### src/rtl/mem_port_arbiter_if.sv
// mem_port_arbiter_if: groups the fetch port, the data port and the shared
// memory bus of mem_port_arbiter into one bundle.
// master : arbiter view (serves both requesters, drives the memory bus)
// slave  : environment view (requesters plus bus device)
interface mem_port_arbiter_if #(
    parameter int XLEN = 64
);
    // instruction fetch port
    logic            if_req;
    logic [XLEN-1:0] if_addr;
    logic [XLEN-1:0] if_rdata;
    logic            if_ready;
    logic            if_error;
    // data (memacc) port
    logic            d_read_req;
    logic            d_write_req;
    logic [XLEN-1:0] d_addr;
    logic [XLEN-1:0] d_wdata;
    logic [2:0]      d_size;
    logic [XLEN-1:0] d_rdata;
    logic            d_ready;
    logic            d_error;
    // shared core memory bus
    logic            bus_req;
    logic            bus_we;
    logic [XLEN-1:0] bus_addr;
    logic [XLEN-1:0] bus_wdata;
    logic [2:0]      bus_size;
    logic [XLEN-1:0] bus_rdata;
    logic            bus_ack;
    logic            bus_err;

    modport master (
        input  if_req, if_addr,
        output if_rdata, if_ready, if_error,
        input  d_read_req, d_write_req, d_addr, d_wdata, d_size,
        output d_rdata, d_ready, d_error,
        output bus_req, bus_we, bus_addr, bus_wdata, bus_size,
        input  bus_rdata, bus_ack, bus_err
    );

    modport slave (
        output if_req, if_addr,
        input  if_rdata, if_ready, if_error,
        output d_read_req, d_write_req, d_addr, d_wdata, d_size,
        input  d_rdata, d_ready, d_error,
        input  bus_req, bus_we, bus_addr, bus_wdata, bus_size,
        output bus_rdata, bus_ack, bus_err
    );
endinterface

### src/rtl/mem_port_arbiter.sv
// mem_port_arbiter: shares the single core memory bus between instruction
// fetch and the memacc data port, one transaction at a time.
// IDLE grants a port, BUSY waits for ack/err/timeout, DONE issues a one-cycle
// ready pulse with registered rdata/error to the winner. All outputs registered.
// Optional build macro MEM_ARB_RR_EN: round-robin arbitration (the port not
// granted last wins a tie). Without it the data port always beats fetch.
module mem_port_arbiter #(
    parameter int XLEN           = 64,
    parameter int TIMEOUT_CYCLES = 255   // 0 disables the bus timeout
) (
    input  logic                clk,
    input  logic                resetn,
    mem_port_arbiter_if.master  port
);
    localparam logic [1:0] ST_IDLE = 2'd0;
    localparam logic [1:0] ST_BUSY = 2'd1;
    localparam logic [1:0] ST_DONE = 2'd2;

    localparam bit         TIMEOUT_EN   = (TIMEOUT_CYCLES != 0);
    localparam logic [7:0] TIMEOUT_LAST = 8'(TIMEOUT_CYCLES - 1);

    logic [1:0]      state_reg;
    logic [7:0]      wait_cnt_reg;
    logic            winner_d_reg;      // 1 = data port owns the transaction
    logic            bus_req_reg;
    logic            bus_we_reg;
    logic [XLEN-1:0] bus_addr_reg;
    logic [XLEN-1:0] bus_wdata_reg;
    logic [2:0]      bus_size_reg;
    logic [XLEN-1:0] if_rdata_reg;
    logic            if_ready_reg;
    logic            if_error_reg;
    logic [XLEN-1:0] d_rdata_reg;
    logic            d_ready_reg;
    logic            d_error_reg;
`ifdef MEM_ARB_RR_EN
    logic            last_d_reg;        // 1 = data port was granted last
`endif

    logic            d_req;
    logic            grant_d;
    logic            grant_i;
    logic [XLEN-1:0] align_mask;
    logic            d_misaligned;

    // A load and a store raised together are served as a store.
    assign d_req        = port.d_read_req | port.d_write_req;
    assign align_mask   = (XLEN'(1) << port.d_size) - XLEN'(1);
    assign d_misaligned = |(port.d_addr & align_mask);

`ifdef MEM_ARB_RR_EN
    assign grant_d = d_req & (~port.if_req | ~last_d_reg);
`else
    assign grant_d = d_req;
`endif
    assign grant_i = port.if_req & ~grant_d;

    // Transaction FSM: grant in IDLE, bus wait in BUSY, ready pulse retires in DONE.
    always_ff @(posedge clk or negedge resetn) begin
        if (!resetn) begin
            state_reg     <= ST_IDLE;
            wait_cnt_reg  <= '0;
            winner_d_reg  <= 1'b0;
            bus_req_reg   <= 1'b0;
            bus_we_reg    <= 1'b0;
            bus_addr_reg  <= '0;
            bus_wdata_reg <= '0;
            bus_size_reg  <= '0;
            if_rdata_reg  <= '0;
            if_ready_reg  <= 1'b0;
            if_error_reg  <= 1'b0;
            d_rdata_reg   <= '0;
            d_ready_reg   <= 1'b0;
            d_error_reg   <= 1'b0;
`ifdef MEM_ARB_RR_EN
            last_d_reg    <= 1'b0;
`endif
        end else begin
            case (state_reg)
                ST_IDLE: begin
                    if (grant_d) begin
                        winner_d_reg  <= 1'b1;
                        bus_we_reg    <= port.d_write_req;
                        bus_addr_reg  <= port.d_addr;
                        bus_wdata_reg <= port.d_wdata;
                        bus_size_reg  <= port.d_size;
`ifdef MEM_ARB_RR_EN
                        last_d_reg    <= 1'b1;
`endif
                        if (d_misaligned) begin
                            // Rejected locally: the bus never sees it.
                            d_ready_reg <= 1'b1;
                            d_error_reg <= 1'b1;
                            d_rdata_reg <= '0;
                            state_reg   <= ST_DONE;
                        end else begin
                            bus_req_reg  <= 1'b1;
                            wait_cnt_reg <= '0;
                            state_reg    <= ST_BUSY;
                        end
                    end else if (grant_i) begin
                        winner_d_reg  <= 1'b0;
                        bus_we_reg    <= 1'b0;
                        bus_addr_reg  <= port.if_addr;
                        bus_wdata_reg <= '0;
                        bus_size_reg  <= 3'd2;
`ifdef MEM_ARB_RR_EN
                        last_d_reg    <= 1'b0;
`endif
                        bus_req_reg   <= 1'b1;
                        wait_cnt_reg  <= '0;
                        state_reg     <= ST_BUSY;
                    end
                end
                ST_BUSY: begin
                    if (bus_req_reg && (port.bus_ack || port.bus_err)) begin
                        // bus_err wins over a simultaneous bus_ack.
                        bus_req_reg <= 1'b0;
                        state_reg   <= ST_DONE;
                        if (winner_d_reg) begin
                            d_ready_reg <= 1'b1;
                            d_error_reg <= port.bus_err;
                            d_rdata_reg <= port.bus_err ? '0 : port.bus_rdata;
                        end else begin
                            if_ready_reg <= 1'b1;
                            if_error_reg <= port.bus_err;
                            if_rdata_reg <= port.bus_err ? '0 : port.bus_rdata;
                        end
                    end else if (TIMEOUT_EN && (wait_cnt_reg == TIMEOUT_LAST)) begin
                        // Give up on the bus; a later ack is never sampled.
                        bus_req_reg <= 1'b0;
                        state_reg   <= ST_DONE;
                        if (winner_d_reg) begin
                            d_ready_reg <= 1'b1;
                            d_error_reg <= 1'b1;
                            d_rdata_reg <= '0;
                        end else begin
                            if_ready_reg <= 1'b1;
                            if_error_reg <= 1'b1;
                            if_rdata_reg <= '0;
                        end
                    end else begin
                        wait_cnt_reg <= wait_cnt_reg + 8'd1;
                    end
                end
                ST_DONE: begin
                    // Ready lasts one cycle; rdata holds, error clears with it.
                    if_ready_reg <= 1'b0;
                    if_error_reg <= 1'b0;
                    d_ready_reg  <= 1'b0;
                    d_error_reg  <= 1'b0;
                    state_reg    <= ST_IDLE;
                end
                default: begin
                    bus_req_reg <= 1'b0;
                    state_reg   <= ST_IDLE;
                end
            endcase
        end
    end

    assign port.bus_req   = bus_req_reg;
    assign port.bus_we    = bus_we_reg;
    assign port.bus_addr  = bus_addr_reg;
    assign port.bus_wdata = bus_wdata_reg;
    assign port.bus_size  = bus_size_reg;
    assign port.if_rdata  = if_rdata_reg;
    assign port.if_ready  = if_ready_reg;
    assign port.if_error  = if_error_reg;
    assign port.d_rdata   = d_rdata_reg;
    assign port.d_ready   = d_ready_reg;
    assign port.d_error   = d_error_reg;
endmodule
### src/flat_wrapper.sv
// flat-port wrapper written by rule: the top's interface ports become plain ports
module mem_port_arbiter_flat 
#(
    parameter int XLEN           = 64,
    parameter int TIMEOUT_CYCLES = 255                                
)
  (clk, resetn, port_if_req, port_if_addr, port_if_rdata, port_if_ready, port_if_error, port_d_read_req, port_d_write_req, port_d_addr, port_d_wdata, port_d_size, port_d_rdata, port_d_ready, port_d_error, port_bus_req, port_bus_we, port_bus_addr, port_bus_wdata, port_bus_size, port_bus_rdata, port_bus_ack, port_bus_err);
  mem_port_arbiter_if #(.XLEN(XLEN)) port_i ();
  input  logic clk;
  input  logic resetn;
  input wire logic [$bits(port_i.if_req)-1:0] port_if_req;
  input wire logic [$bits(port_i.if_addr)-1:0] port_if_addr;
  output wire logic [$bits(port_i.if_rdata)-1:0] port_if_rdata;
  output wire logic [$bits(port_i.if_ready)-1:0] port_if_ready;
  output wire logic [$bits(port_i.if_error)-1:0] port_if_error;
  input wire logic [$bits(port_i.d_read_req)-1:0] port_d_read_req;
  input wire logic [$bits(port_i.d_write_req)-1:0] port_d_write_req;
  input wire logic [$bits(port_i.d_addr)-1:0] port_d_addr;
  input wire logic [$bits(port_i.d_wdata)-1:0] port_d_wdata;
  input wire logic [$bits(port_i.d_size)-1:0] port_d_size;
  output wire logic [$bits(port_i.d_rdata)-1:0] port_d_rdata;
  output wire logic [$bits(port_i.d_ready)-1:0] port_d_ready;
  output wire logic [$bits(port_i.d_error)-1:0] port_d_error;
  output wire logic [$bits(port_i.bus_req)-1:0] port_bus_req;
  output wire logic [$bits(port_i.bus_we)-1:0] port_bus_we;
  output wire logic [$bits(port_i.bus_addr)-1:0] port_bus_addr;
  output wire logic [$bits(port_i.bus_wdata)-1:0] port_bus_wdata;
  output wire logic [$bits(port_i.bus_size)-1:0] port_bus_size;
  input wire logic [$bits(port_i.bus_rdata)-1:0] port_bus_rdata;
  input wire logic [$bits(port_i.bus_ack)-1:0] port_bus_ack;
  input wire logic [$bits(port_i.bus_err)-1:0] port_bus_err;
  assign port_i.if_req = port_if_req;
  assign port_i.if_addr = port_if_addr;
  assign port_if_rdata = port_i.if_rdata;
  assign port_if_ready = port_i.if_ready;
  assign port_if_error = port_i.if_error;
  assign port_i.d_read_req = port_d_read_req;
  assign port_i.d_write_req = port_d_write_req;
  assign port_i.d_addr = port_d_addr;
  assign port_i.d_wdata = port_d_wdata;
  assign port_i.d_size = port_d_size;
  assign port_d_rdata = port_i.d_rdata;
  assign port_d_ready = port_i.d_ready;
  assign port_d_error = port_i.d_error;
  assign port_bus_req = port_i.bus_req;
  assign port_bus_we = port_i.bus_we;
  assign port_bus_addr = port_i.bus_addr;
  assign port_bus_wdata = port_i.bus_wdata;
  assign port_bus_size = port_i.bus_size;
  assign port_i.bus_rdata = port_bus_rdata;
  assign port_i.bus_ack = port_bus_ack;
  assign port_i.bus_err = port_bus_err;
  mem_port_arbiter #(.XLEN(XLEN), .TIMEOUT_CYCLES(TIMEOUT_CYCLES)) u_core (.clk(clk), .resetn(resetn), .port(port_i));
endmodule
### config.mk
export PLATFORM = sky130hd
export DESIGN_NAME = mem_port_arbiter_flat
export DESIGN_NICKNAME = d
export VERILOG_FILES = /design/src/rtl/mem_port_arbiter_if.sv /design/src/rtl/mem_port_arbiter.sv /design/src/flat_wrapper.sv
export SDC_FILE = /design/constraint.sdc
export NUM_CORES = 1
export LEC_CHECK = 0
export BUFFER_PORTS_ARGS = -buffer_cell sky130_fd_sc_hd__buf_2
export CORE_AREA = 2 2 207 209
export DETAILED_ROUTE_END_ITERATION = 10
export DIE_AREA = 0 0 209 211
export PLACE_DENSITY = 0.61
export SLEW_MARGIN = 20
export SYNTH_ARGS = -nofsm -noshare
export SYNTH_HDL_FRONTEND = slang
export SYNTH_SLANG_ARGS = --single-unit
### constraint.sdc
create_clock -name clk -period 2.4 [get_ports clk]
set_input_delay 0.12 -clock clk [delete_from_list [all_inputs] [get_ports clk]]
set_output_delay 0.12 -clock clk [all_outputs]
set_load 0.05 [all_outputs]
==> results.cfg <==
[outcome]
status = completed

[global_route]
grt_pass1_vias = 11800
grt_usage_pct = 18.8
grt_pass1_wl_um = 66000
grt_max_degree = 97
antenna_found_initial = 12
overflow = 0

[yosys]
yosys_register_bits = 276
ys.flop_type = dfrtp_1
avgSynthCellArea_um2 = 10.0
yosys_warnings = 0
ys_types = 47
synth_edf_count = 0
synthArstFlopShare_pct = 100
synth_seq_area_share_pct = 60.2
synth_area_mm2 = 0.0115
synth_nets = 1417
syn_inst = 1143

[sta]
finalCritPeriodShare_pct = 96.4
hold_viol_final = 0
finalSetupViolCount = 0
min_period_ns = 2.31
finClkSkew_ns = 0.00773
timing.final.ws_setup_ns = 0.0857
worst_pin_slew_ns = 0.706
final_max_slew_viol_count = 0
rsz0062_at_grt = no
max_slew_margin_pct = 52.9
max_freq_mhz = 432

[routing]
ant_nets = 0
drc = 0
routed_wl_um = 43400
vias = 11600
wl_per_cell_um = 17.4
firstDrtPassIters = 5
drtIter0Drc = 662
avgViaCountPerCell = 4.63

[placed_design]
portBuffers = 530
dp_hpwl_um = 30100
place_congestion = 0.857
dp_slack_ns = -0.293

[finish]
nFillCells = 3844
multi_input_area_mm2 = 0.00425
seq_area_mm2 = 0.00691
drive_above_1_share_pct = 33.0
nets = 2207
syn_to_final_growth_pct = 62.5

[die]
die_x_um = 209
dieArea_mm2 = 0.0441
initial_core_util_pct = 27.5
ioPinCount = 531
die_y_um = 211
coreArea_mm2 = 0.0418
rows = 75

[clock_network]
cts_buffers = 31
cts.sinks = 276
cts_tree = built
cts_buffer_depth = 3
h-tree-depth = 1
cts_root_buf = clkbuf_16
path_clk_slew_ns = 0.06
clk_latency_ns = 0.55

[worst_setup_path]
critical_path_required_ns = 2.85
cp.arrival_ns = 2.76
cp-end-kind = flip-flop
critPathKind = primary input to flip-flop
path_max_fanout = 7
critPathLaunchType = primary input

[power_and_ir_drop]
pwr-share-seq_pct = 31.4
power_uw = 21200
internal_power_uw = 11300
combPwrFrac_pct = 47.2
powerDensity_mw_per_mm2 = 1140
ir_worst_vdd_v = 0.000886
swShare_pct = 46.8
pwr-share-clk_pct = 21.4
power.switching_uw = 9920
leakagePower_uw = 0.00920

[run]
max_cap_viol_count = 0

[min_path]
hold_path.class = primary input to flip-flop
cell usage in the layout (no fill, tap or decap), types with 15 or more instances in the layout:
cell	Yosys	routed
dlygate4sd3_1	0	260
buf_4	2	43
buf_2	8	529
mux2i_1	64	64
nor2_1	17	15
dfrtp_1	276	276
o21ai_0	210	208
nand2_1	335	335
clkbuf_16	0	31
a22o_1	66	66
stage by stage:
| step | instances | util, % | instance area, um2 | hold WS, ns | setup TNS, ns |
|---|---|---|---|---|---|
| 2_1_floorplan | 1143 | - | 11500 | -0.176 | 0 |
| 3_3_place_gp | 2179 | 36.0 | 15000 | 0.185 | -15.40 |
| 3_5_place_dp | 2179 | 36.0 | 15000 | 0.191 | -15.20 |
| 4_1_cts | 2490 | 44.6 | 18600 | 0.0648 | 0 |
| 5_1_grt | 2497 | 44.6 | 18600 | 0.0925 | 0 |
| 6_report | 2500 | 44.6 | 18600 | 0.0864 | 0 |
synth_stat cells, types with 5 or more instances:
cell type	count	area, um2
mux2i_1	64	641
nand3_1	8	40.0
nor3_1	6	30.0
a22o_1	66	578
buf_2	8	40.0
a21oi_1	9	45.0
ha_1	8	100
nand2_1	335	1260
buf_1	12	45.0
dfrtp_1	276	6910
clkbuf_1	63	236
nor4_1	5	31.3
inv_1	9	33.8
nor2_1	17	63.8
o21ai_0	210	1050
final timing paths:
check / start / endpoint / slack [ns] / cells past startpoint
worst max-delay path: port_d_addr[60] / u_core.wait_cnt_reg[7] / 0.09 / 9
worst min-delay path: port_if_req / u_core.winner_d_reg / 0.09 / 3
worst max register to register: u_core.state_reg[1] / u_core.port.d_rdata[58] / 0.27 / 9
worst min register to register: u_core.port.if_rdata[59] / u_core.port.if_rdata[59] / 0.47 / 2
max in group asynchronous: resetn / u_core.port.bus_wdata[4] / 1.43 / 3
min in group asynchronous: resetn / u_core.port.d_rdata[60] / 0.18 / 2
final cells by class:
type,count,share of cell area [%]
well taps,539,3.62
repair buffers,843,31.1
flip-flops and latches,276,37.1
clock inverters,7,0.349
diodes,10,0.134
inverters,9,0.181
clock buffers,44,4.80
multi-input cells,772,22.8
worst max-delay path, stage by stage:
cell and delay [ns]:
dlygate4sd3_1 0.54, buf_2 0.14, nor4_1 0.26, nand3_1 0.22, o211ai_1 0.40, nand2_1 0.14, o311a_1 0.44, or2_0 0.24
o31ai_1 0.26
routing by layer:
layer / GRT usage [%] / vias to the layer above / part of all wire (%)
met5: 0 / - / 0.058
met4: 8.74 / 4 / 4.3
met3: 4.53 / 100 / 7.0
met2: 32.3 / 478 / 48
met1: 22.3 / 5496 / 41
li1: - / 5487 / -
cells by family after synthesis:
logic type | Yosys count | share of synthesized area, %
AOI/OAI and AO/OA | 308 | 16.2
DFF | 276 | 60.2
buffers and inverters | 95 | 3.33
and+or+nand+nor | 390 | 13.7
xor gates and xnor gates | 1 | 0.0763
muxes | 65 | 5.68
adders and majority gates | 8 | 0.872
power by group through the flow:
stage / Combinational [uW] / Sequential, uW / Clock [uW]
finish: 10000 / 6650 / 4540
global route: 10600 / 6780 / 4840
CTS: 9940 / 6610 / 4650
detailed placement: 9600 / 6630 / 0
global placement: 9480 / 6640 / 0
floorplan: 2550 / 10800 / 0
repair_timing:
item | in CTS | in global routing
resized for setup | 0 | 1
setup buffers | 0 | 0
hold buffers | 260 | 0
setup endpoints to repair | 0 | 1
hold endpoints to repair | 332 | 0
(Power assumes the default switching activity.)
